## src/rtl/pipeline_hazard_ctrl_pkg.sv

```systemverilog
// ---------------------------------------------------------------------------
// pipeline_hazard_ctrl_pkg
// Shared types and helpers for the 5-stage 16-bit pipeline hazard sequencer.
//   - FSM state encoding (RUN / MEM_WAIT / ERROR)
//   - register-address and datapath widths
//   - ctrl_t: bundle of pipeline-register enables and NOP injects
//   - helper functions that build the control bundle for each situation
// No ports (package).
// ---------------------------------------------------------------------------
package pipeline_hazard_ctrl_pkg;

    localparam int REG_ADDR_W = 3;
    localparam int DATA_W     = 16;

    typedef enum logic [1:0] {
        ST_RUN      = 2'd0,
        ST_MEM_WAIT = 2'd1,
        ST_ERROR    = 2'd2
    } state_e;

    // Bit order matches the bench's packed observation vector.
    typedef struct packed {
        logic pc_en;
        logic if_id_en;
        logic id_ex_en;
        logic ex_mem_en;
        logic mem_wb_en;
        logic if_id_flush;
        logic id_ex_flush;
        logic mem_wb_bubble;
    } ctrl_t;

    // Free-running pipeline: every register loads, nothing is squashed.
    localparam ctrl_t CTRL_DEFAULT = ctrl_t'(8'b1111_1000);
    // Data memory busy: everything up to EX/MEM holds, a bubble drains into WB.
    localparam ctrl_t CTRL_FREEZE  = ctrl_t'(8'b0000_1001);
    // Timed-out memory: whole pipe stopped, WB keeps seeing NOPs.
    localparam ctrl_t CTRL_ERROR   = ctrl_t'(8'b0000_0001);

    // Source operand collides with the register a load is producing.
    function automatic logic reg_hit(input logic                  uses,
                                     input logic [REG_ADDR_W-1:0] src,
                                     input logic [REG_ADDR_W-1:0] dest);
        return uses & (src == dest);
    endfunction

    // Control when the memory stage is not stalling: branch beats load-use,
    // because a taken branch squashes the dependent instruction anyway.
    function automatic ctrl_t ctrl_run(input logic branch_taken,
                                       input logic load_use);
        ctrl_t c;
        c = CTRL_DEFAULT;
        if (branch_taken) begin
            c.if_id_flush = 1'b1;
            c.id_ex_flush = 1'b1;
        end else if (load_use) begin
            c.pc_en       = 1'b0;
            c.if_id_en    = 1'b0;
            c.id_ex_flush = 1'b1;
        end else begin
            c = CTRL_DEFAULT;
        end
        return c;
    endfunction

endpackage

```

## src/rtl/pipeline_hazard_ctrl_hazard_detect.sv

```systemverilog
// ---------------------------------------------------------------------------
// pipeline_hazard_ctrl_hazard_detect
// Combinational load-use detector: flags when the instruction in ID reads a
// register that the load currently in EX will write. r0 is hard-wired zero
// and never creates a dependency.
// Ports:
//   id_src1, id_src2        in  ID-stage source register addresses
//   id_uses_src1/2          in  ID instruction actually reads that source
//   ex_mem_read             in  EX instruction is a load
//   ex_dest                 in  EX destination register
//   load_use                out stall required this cycle
// ---------------------------------------------------------------------------
module pipeline_hazard_ctrl_hazard_detect
    import pipeline_hazard_ctrl_pkg::*;
(
    input  logic [REG_ADDR_W-1:0] id_src1,
    input  logic [REG_ADDR_W-1:0] id_src2,
    input  logic                  id_uses_src1,
    input  logic                  id_uses_src2,
    input  logic                  ex_mem_read,
    input  logic [REG_ADDR_W-1:0] ex_dest,
    output logic                  load_use
);

    // Compare both ID sources against the load destination.
    always_comb begin
        load_use = 1'b0;
        if (ex_mem_read && (ex_dest != {REG_ADDR_W{1'b0}})) begin
            load_use = reg_hit(id_uses_src1, id_src1, ex_dest) |
                       reg_hit(id_uses_src2, id_src2, ex_dest);
        end else begin
            load_use = 1'b0;
        end
    end

endmodule

```

## src/rtl/pipeline_hazard_ctrl.sv

```systemverilog
// ---------------------------------------------------------------------------
// pipeline_hazard_ctrl
// Stall/flush sequencer for the 5-stage pipeline. Resolves load-use hazards,
// taken-branch flushes and variable-latency data-memory waits, and drives the
// per-register load enables and NOP injects. Enables/flushes are
// combinational from state and inputs; wait counter, stall counter and the
// sticky timeout flag are registered.
// Parameters:
//   MEM_TIMEOUT  consecutive MEM_WAIT cycles tolerated before ERROR (>=1)
//   CNT_W        width of stall_count
// Ports:
//   clock, reset                  clock; synchronous active-high reset
//   id_src1/2, id_uses_src1/2     ID-stage operand info
//   ex_mem_read, ex_dest          EX-stage load info
//   ex_branch_taken               EX branch resolved taken
//   mem_req, mem_ready            MEM-stage access handshake
//   pc_en .. mem_wb_en            pipeline register load enables
//   if_id_flush, id_ex_flush      load NOP into IF/ID, ID/EX
//   mem_wb_bubble                 load NOP into MEM/WB
//   mem_error                     sticky memory-timeout flag
//   stall_count                   saturating count of cycles with pc_en=0
// ---------------------------------------------------------------------------
module pipeline_hazard_ctrl
    import pipeline_hazard_ctrl_pkg::*;
#(
    parameter int MEM_TIMEOUT = 15,
    parameter int CNT_W       = 16
) (
    input  logic                  clock,
    input  logic                  reset,
    input  logic [REG_ADDR_W-1:0] id_src1,
    input  logic [REG_ADDR_W-1:0] id_src2,
    input  logic                  id_uses_src1,
    input  logic                  id_uses_src2,
    input  logic                  ex_mem_read,
    input  logic [REG_ADDR_W-1:0] ex_dest,
    input  logic                  ex_branch_taken,
    input  logic                  mem_req,
    input  logic                  mem_ready,
    output logic                  pc_en,
    output logic                  if_id_en,
    output logic                  id_ex_en,
    output logic                  ex_mem_en,
    output logic                  mem_wb_en,
    output logic                  if_id_flush,
    output logic                  id_ex_flush,
    output logic                  mem_wb_bubble,
    output logic                  mem_error,
    output logic [CNT_W-1:0]      stall_count
);

    localparam int              WAIT_W    = $clog2(MEM_TIMEOUT + 1);
    localparam logic [CNT_W-1:0] STALL_MAX = {CNT_W{1'b1}};

    state_e              state_r;
    state_e              state_s;
    logic [WAIT_W-1:0]   wait_cnt_r;
    logic [WAIT_W-1:0]   wait_cnt_s;
    logic                set_err_s;
    logic                mem_error_r;
    logic [CNT_W-1:0]    stall_count_r;
    logic                load_use_s;
    ctrl_t               ctrl_s;

    pipeline_hazard_ctrl_hazard_detect u_hazard_detect (
        .id_src1      (id_src1),
        .id_src2      (id_src2),
        .id_uses_src1 (id_uses_src1),
        .id_uses_src2 (id_uses_src2),
        .ex_mem_read  (ex_mem_read),
        .ex_dest      (ex_dest),
        .load_use     (load_use_s)
    );

    // Next-state, wait-count and pipeline control decode.
    always_comb begin
        ctrl_s     = CTRL_DEFAULT;
        state_s    = state_r;
        wait_cnt_s = wait_cnt_r;
        set_err_s  = 1'b0;
        if (reset) begin
            // Reset wins over any hazard: pipe runs freely while it is held.
            ctrl_s     = CTRL_DEFAULT;
            state_s    = ST_RUN;
            wait_cnt_s = {WAIT_W{1'b0}};
        end else begin
            case (state_r)
                ST_RUN: begin
                    if (mem_req && !mem_ready) begin
                        ctrl_s     = CTRL_FREEZE;
                        state_s    = ST_MEM_WAIT;
                        wait_cnt_s = WAIT_W'(1);
                    end else begin
                        ctrl_s = ctrl_run(ex_branch_taken, load_use_s);
                    end
                end
                ST_MEM_WAIT: begin
                    if (mem_ready) begin
                        // Upstream was frozen, so branch/load-use seen now are
                        // the ones deferred from the stall: apply them once.
                        ctrl_s     = ctrl_run(ex_branch_taken, load_use_s);
                        state_s    = ST_RUN;
                        wait_cnt_s = {WAIT_W{1'b0}};
                    end else begin
                        ctrl_s = CTRL_FREEZE;
                        if (wait_cnt_r == WAIT_W'(MEM_TIMEOUT)) begin
                            state_s   = ST_ERROR;
                            set_err_s = 1'b1;
                        end else begin
                            wait_cnt_s = wait_cnt_r + WAIT_W'(1);
                        end
                    end
                end
                ST_ERROR: begin
                    ctrl_s = CTRL_ERROR;
                end
                default: begin
                    // Illegal encoding: stop the pipe and recover to RUN.
                    ctrl_s     = CTRL_ERROR;
                    state_s    = ST_RUN;
                    wait_cnt_s = {WAIT_W{1'b0}};
                end
            endcase
        end
    end

    // State, wait counter, sticky error flag and saturating stall counter.
    always_ff @(posedge clock) begin
        if (reset) begin
            state_r       <= ST_RUN;
            wait_cnt_r    <= {WAIT_W{1'b0}};
            mem_error_r   <= 1'b0;
            stall_count_r <= {CNT_W{1'b0}};
        end else begin
            state_r     <= state_s;
            wait_cnt_r  <= wait_cnt_s;
            mem_error_r <= mem_error_r | set_err_s;
            if (!ctrl_s.pc_en && (stall_count_r != STALL_MAX)) begin
                stall_count_r <= stall_count_r + CNT_W'(1);
            end else begin
                stall_count_r <= stall_count_r;
            end
        end
    end

    assign pc_en         = ctrl_s.pc_en;
    assign if_id_en      = ctrl_s.if_id_en;
    assign id_ex_en      = ctrl_s.id_ex_en;
    assign ex_mem_en     = ctrl_s.ex_mem_en;
    assign mem_wb_en     = ctrl_s.mem_wb_en;
    assign if_id_flush   = ctrl_s.if_id_flush;
    assign id_ex_flush   = ctrl_s.id_ex_flush;
    assign mem_wb_bubble = ctrl_s.mem_wb_bubble;
    assign mem_error     = mem_error_r;
    assign stall_count   = stall_count_r;

endmodule

```

## config.mk

```make
export PLATFORM = sky130hd
export DESIGN_NAME = pipeline_hazard_ctrl
export DESIGN_NICKNAME = d
export VERILOG_FILES = /design/src/rtl/pipeline_hazard_ctrl_pkg.sv /design/src/rtl/pipeline_hazard_ctrl_hazard_detect.sv /design/src/rtl/pipeline_hazard_ctrl.sv
export SDC_FILE = /design/constraint.sdc
export NUM_CORES = 1
export LEC_CHECK = 0
export CAP_MARGIN = 20
export CORE_ASPECT_RATIO = 0.75
export CORE_MARGIN = 2
export CORE_UTILIZATION = 49
export CTS_CLUSTER_DIAMETER = 40
export CTS_CLUSTER_SIZE = 16
export DETAILED_ROUTE_END_ITERATION = 12
export HOLD_SLACK_MARGIN = 0.02
export PLACE_DENSITY = 0.84
export SYNTH_ARGS = -nofsm -noshare
export SYNTH_HDL_FRONTEND = slang
export SYNTH_SLANG_ARGS = --single-unit
```

## constraint.sdc

```tcl
create_clock -name clock -period 3.45 [get_ports clock]
set_clock_uncertainty 0.05 [all_clocks]
set_input_delay 0.69 -clock clock [delete_from_list [all_inputs] [get_ports clock]]
set_output_delay 0.69 -clock clock [all_outputs]
set_load 0.03 [all_outputs]
```

# --- Word level (Yosys, flattened, before mapping) ---
# Cells that the tools add are included.
op_classes:
  add_sub_neg: 2
  n_eq_ne: 9
  muxes: 21
  bitwise_logic: 5
  reduce_logical: 9
ops:
  columns: ["op", "n"]
  rows:
  - ["$mux 8", 3]
  - ["$add 16x1->16 const B", 1]
  - ["$ne 16x16->1 const B", 1]
  - ["$pmux 8 s2", 1]
  - ["$mux 4", 3]
  - ["$pmux 4 s3", 1]
  - ["$mux 2", 5]
  - ["$eq 3x3->1", 2]
  - ["$mux 1", 6]
  - ["$ne 3x3->1 const B", 2]
  - ["$pmux 2 s3", 1]
  - ["$reduce_and 3->1", 2]
  - ["$mux 5", 1]
  - ["$add 4x1->4 const B", 1]
  - ["$eq 4x4->1 const B", 1]
  - ["$logic_and 1x1->1", 3]
  - ["$reduce_bool 3->1", 1]
  - ["$and 1x1->1", 2]
  - ["$eq 2x1->1 const B", 1]
  - ["$eq 2x2->1 const B", 1]
  - ["$logic_not 1->1", 2]
  - ["$logic_not 2->1", 1]
  - ["$ne 2x2->1 const B", 1]
  - ["$or 1x1->1", 2]
  - ["$not 1->1", 1]
totals:
  reg_bits: 23
  inputBits: 17
  out_inout_bits: 25
  word_cells: 50

# --- Logic depth before layout (Yosys ltp) ---
depth:
  depth_word: 11
  ltp_mapped: 10

# --- By module ---
# From an unflattened synthesis, not the netlist that was laid out.
unflattened:
  cells_unflattened: 157
  area_unflattened_um2: 1370.1
by_module_without_submodules:
  columns: ["module", "n_inst", "cells_per_inst", "area_each_um2", "seq_area_each_um2"]
  rows:
  - ["pipeline_hazard_ctrl", 1, 147, 1292.5, 460.4]
  - ["pipeline_hazard_ctrl_hazard_detect", 1, 10, 77.6, 0.0]

# --- Worst setup path before layout ---
# Ideal clock, no wire load.
synth_path:
  kind: "input port to output port"
  start: "input port reset"
  end: "output port pc_en"
  arrival_ps: 2294
  t_required_ps: 2710
  path_slack_ps: 416
  stages: 9
  n_path_buf: 4
  cell_sequence: "buf_2 -> inv_1 -> and2_1 -> inv_1 -> o21ai_4 -> inv_2 -> buf_6 -> buf_2 -> buf_4"
synth_via:
  elab_chain_cells: 1
synth_lines:
  columns: ["item", "line_no", "source"]
  rows:
  - ["start: declaration", "pipeline_hazard_ctrl.sv:30", "input logic reset,"]
  - ["$mux 8", "pipeline_hazard_ctrl.sv:81", "if (reset) begin"]
  - ["end: declaration", "pipeline_hazard_ctrl.sv:40", "output logic pc_en,"]
# Every way passes these cells.

# --- Final worst setup path ---
layout_path:
  start: "input port ex_dest[1]"
  end: "output port pc_en"
layout_via:
  elab_chain_cells: 9
layout_lines:
  columns: ["item", "line_no", "source"]
  rows:
  - ["start: declaration", "pipeline_hazard_ctrl.sv:36", "input logic [REG_ADDR_W-1:0] ex_dest,"]
  - ["$eq 3x3->1", "pipeline_hazard_ctrl_pkg.sv:44", "return uses & (src == dest);"]
  - ["$and 1x1->1", "pipeline_hazard_ctrl_pkg.sv:44", null]
  - ["$or 1x1->1", "pipeline_hazard_ctrl_hazard_detect.sv:29", "load_use = reg_hit(id_uses_src1, id_src1, ex_dest) |"]
  - ["$mux 1 *", "pipeline_hazard_ctrl_hazard_detect.sv:28", "if (ex_mem_read && (ex_dest != {REG_ADDR_W{1'b0}})) begin"]
  - ["$mux 2 *", "pipeline_hazard_ctrl_pkg.sv:56", "end else if (load_use) begin"]
  - ["$mux 5 *", "pipeline_hazard_ctrl_pkg.sv:53", "if (branch_taken) begin"]
  - ["$mux 8, on equally long branches", "pipeline_hazard_ctrl.sv:98, pipeline_hazard_ctrl.sv:89", null]
  - ["$pmux 8 s2 *", "pipeline_hazard_ctrl.sv:87", "case (state_r)"]
  - ["$mux 8 *", "pipeline_hazard_ctrl.sv:81", null]
# Every way passes the cells marked *; elsewhere a longest branch is shown, timed or not.

==> metrics.csv <==
stage,metric,value,unit
cells_and_area,final_core_util,0.684,
timing,rsz0062_at_grt,no,
outcome,status,completed,
cells_and_area,fin_cells,240,
cells_and_area,num_antenna_cells,0,
global_routing,grt_pass1_vias,1374,
cells_and_area,area.growth.synth_to_final,32.4,%
cts,path_clk_slew,0.13,ns
cells_and_area,n_fill_cell,221,
global_routing,grt_first_pass_wirelength,6070,um
die,die-area,3180,um^2
yosys,synth_top_area_frac,0.343,
worst_setup_path,cp.arrival,2.36,ns
worst_setup_path,crit_type,primary input to primary output,
yosys,ys_ff_latch,23,
yosys,netlist_area,1340,um^2
worst_setup_path,worst-path-max-fanout,25,
cells_and_area,postLayoutCellArea,1780,um^2
cts,cts_max_level,1,
timing,maxSlewHeadroom,0.683,
route,viasPerCell,5.94,
route,num_vias,1425,
placement,place_ws,0.164,ns
global_routing,track_usage,0.240,
timing,finalCritPeriodShare,0.899,
route,drt_iter0_markers,123,
hold_path,min_from,mem_error$_SDFF_PP0_,
timing,maxClockFrequency,322,MHz
die,boundaryPins,42,
cts,clk_latency,0.32,ns
yosys,synth_fp_nets,186,
yosys,yosysMostFrequentCell,dfxtp_1,
cts,clockRootBuffer,clkbuf_4,
yosys,yosysUniqueCellTypes,44,
cells_and_area,multiInputGateArea,802,um^2
cts,cts.sinks,23,
hold_path,min_path_type,flip-flop to flip-flop,
yosys,ys_top_cells_by_area,"dfxtp_1, a21oi_1, or4_1",
cts,post-cts-setup-buffers,0,
yosys,ys.flop_type,dfxtp_1,
cts,tritoncts.num_buffers,3,
global_routing,antenna_found_initial,0,
route,drcViolationCount,0,
timing,worst_slack,0.347,ns
cts,cts-hold-fix-buffers,0,
cells_and_area,drive_gt1_frac,0.0882,
die,start_util,0.516,
hold_path,hold_depth,2,
worst_setup_path,regToRegEndpoint,stall_count[13]$_SDFFE_PP0P_,
power_and_ir_drop,peakVddDrop,0.183,mV
global_routing,grt_max_degree,26,
timing,setup_viol,0,
route,wire_per_inst,15.1,um
yosys,syn_area_per_cell,8.05,um^2
yosys,synth_largest_area_cell,dfxtp_1,
cts,cts_tree,done,
cells_and_area,nNetsFinal,224,
route,wirelength,3630,um
power_and_ir_drop,power_leakage,0.620,nW
timing,whs,0.428,ns
worst_setup_path,rrSetupSlack,1.05,ns
die,rows,16,
yosys,synth-edff-count,0,
die,chipWidth,64.5,um
yosys,yosysSeqAreaShare,0.343,
yosys,ys_warn_count,0,
die,chipHeight,49.4,um
cells_and_area,seqCellArea,460,um^2
cts,cts.path.max_buffers,2,
route,drtAntennaViolNets,0,
worst_setup_path,r2r_cells,7,
placement,placed_cell_area,1750,um^2
route,dr.pass1.iters,4,
power_and_ir_drop,power,0.491,mW
worst_setup_path,r2r-start,stall_count[0]$_SDFFE_PP0P_,
placement,buffer_ports.inserted,41,
global_routing,grt-ovfl-total,0,
worst_setup_path,start_kind,primary input,
timing,tns,0,ns
timing,slew_viol_final,0,
power_and_ir_drop,power_density,276,nW/um^2
yosys,netlist_top_cells_count,"dfxtp_1, nor2_1, a21oi_1, nand2_1, nand3_1",
timing,hold_viol,0,
timing,min_period,3.10,ns
placement,gp_congestion,0.811,
placement,dp_cells,236,
yosys,async_flop_share,0,
timing,tightest_slew,0.476,ns
hold_path,hold-path-endpoint,mem_error$_SDFF_PP0_,
run,cap_violations,0,
worst_setup_path,worstPathRequired,2.71,ns
placement,dp_hpwl,2710,um
worst_setup_path,cp-end-kind,primary output,
yosys,syn_inst,167,
die,core,2600,um^2
==> worst max-delay path: stages <==
cell and delay, ns:
clkdlybuf4s50_1 0.47, or3_1 0.42, nand3_1 0.16, o21ai_4 0.09, inv_2 0.29, buf_4 0.23
==> registers in the layout, indices dropped and copies added, names as in the netlist <==
register and cells:
state_r 2, wait_cnt_r 4, mem_error 1, stall_count 16
==> layer usage <==
layer	track usage	up-vias	routed length (um)
li1	-	689	-
met1	0.319	651	1560
met2	0.387	75	1680
met3	0.0600	10	326
met4	0.0674	0	68
met5	0	-	0
==> where the power goes <==
part / internal (mW) / switching [mW]
Combinational: 0.0408 / 0.0439
Sequential: 0.269 / 0.00431
Clock: 0.0435 / 0.0898
==> cells in the final DEF (no fill, tap or decap), types with 3 or more instances in the layout <==
master	count
a21oi_1	13
and3_1	4
buf_4	6
clkbuf_4	3
clkdlybuf4s50_1	36
dfxtp_1	23
inv_1	6
mux2_2	4
nand2_1	13
nand3_1	9
nand4_1	8
nor2_1	15
o21ai_0	5
o31ai_1	6
or4_1	8
xnor2_1	6
==> logic make-up after synthesis <==
group           share of synthesized area
xor+xnor                           0.0521
compound gates                      0.190
mux                                0.0410
fa+ha+maj                          0.0186
simple gates                        0.295
flops                               0.343
buf+inv                            0.0605
==> how the worst max path moves through the flow <==
stage / slack [ns] / from / endpoint
global route: 0.22 / mem_req / pc_en
CTS: 0.14 / ex_dest[2] / id_ex_flush
global placement: 0.23 / ex_dest[0] / id_ex_flush
finish: 0.35 / ex_dest[1] / pc_en
detailed placement: 0.16 / ex_dest[2] / id_ex_flush
floorplan: 0.42 / reset / pc_en
==> final cells by class <==
type                    instances  area share
multi-input cells             127       0.451
clock buffers                   3      0.0127
flip-flops and latches         23       0.259
clock inverters                 1     0.00281
inverters                       7      0.0148
well taps                      36      0.0253
repair buffers                 43       0.235
==> repair_timing <==
item,in CTS,in global routing
resized for setup,0,1
endpoints found under the setup margin,0,1
endpoints found under the hold margin,0,0
No activity file was read; power rests on OpenSTA's default activity.
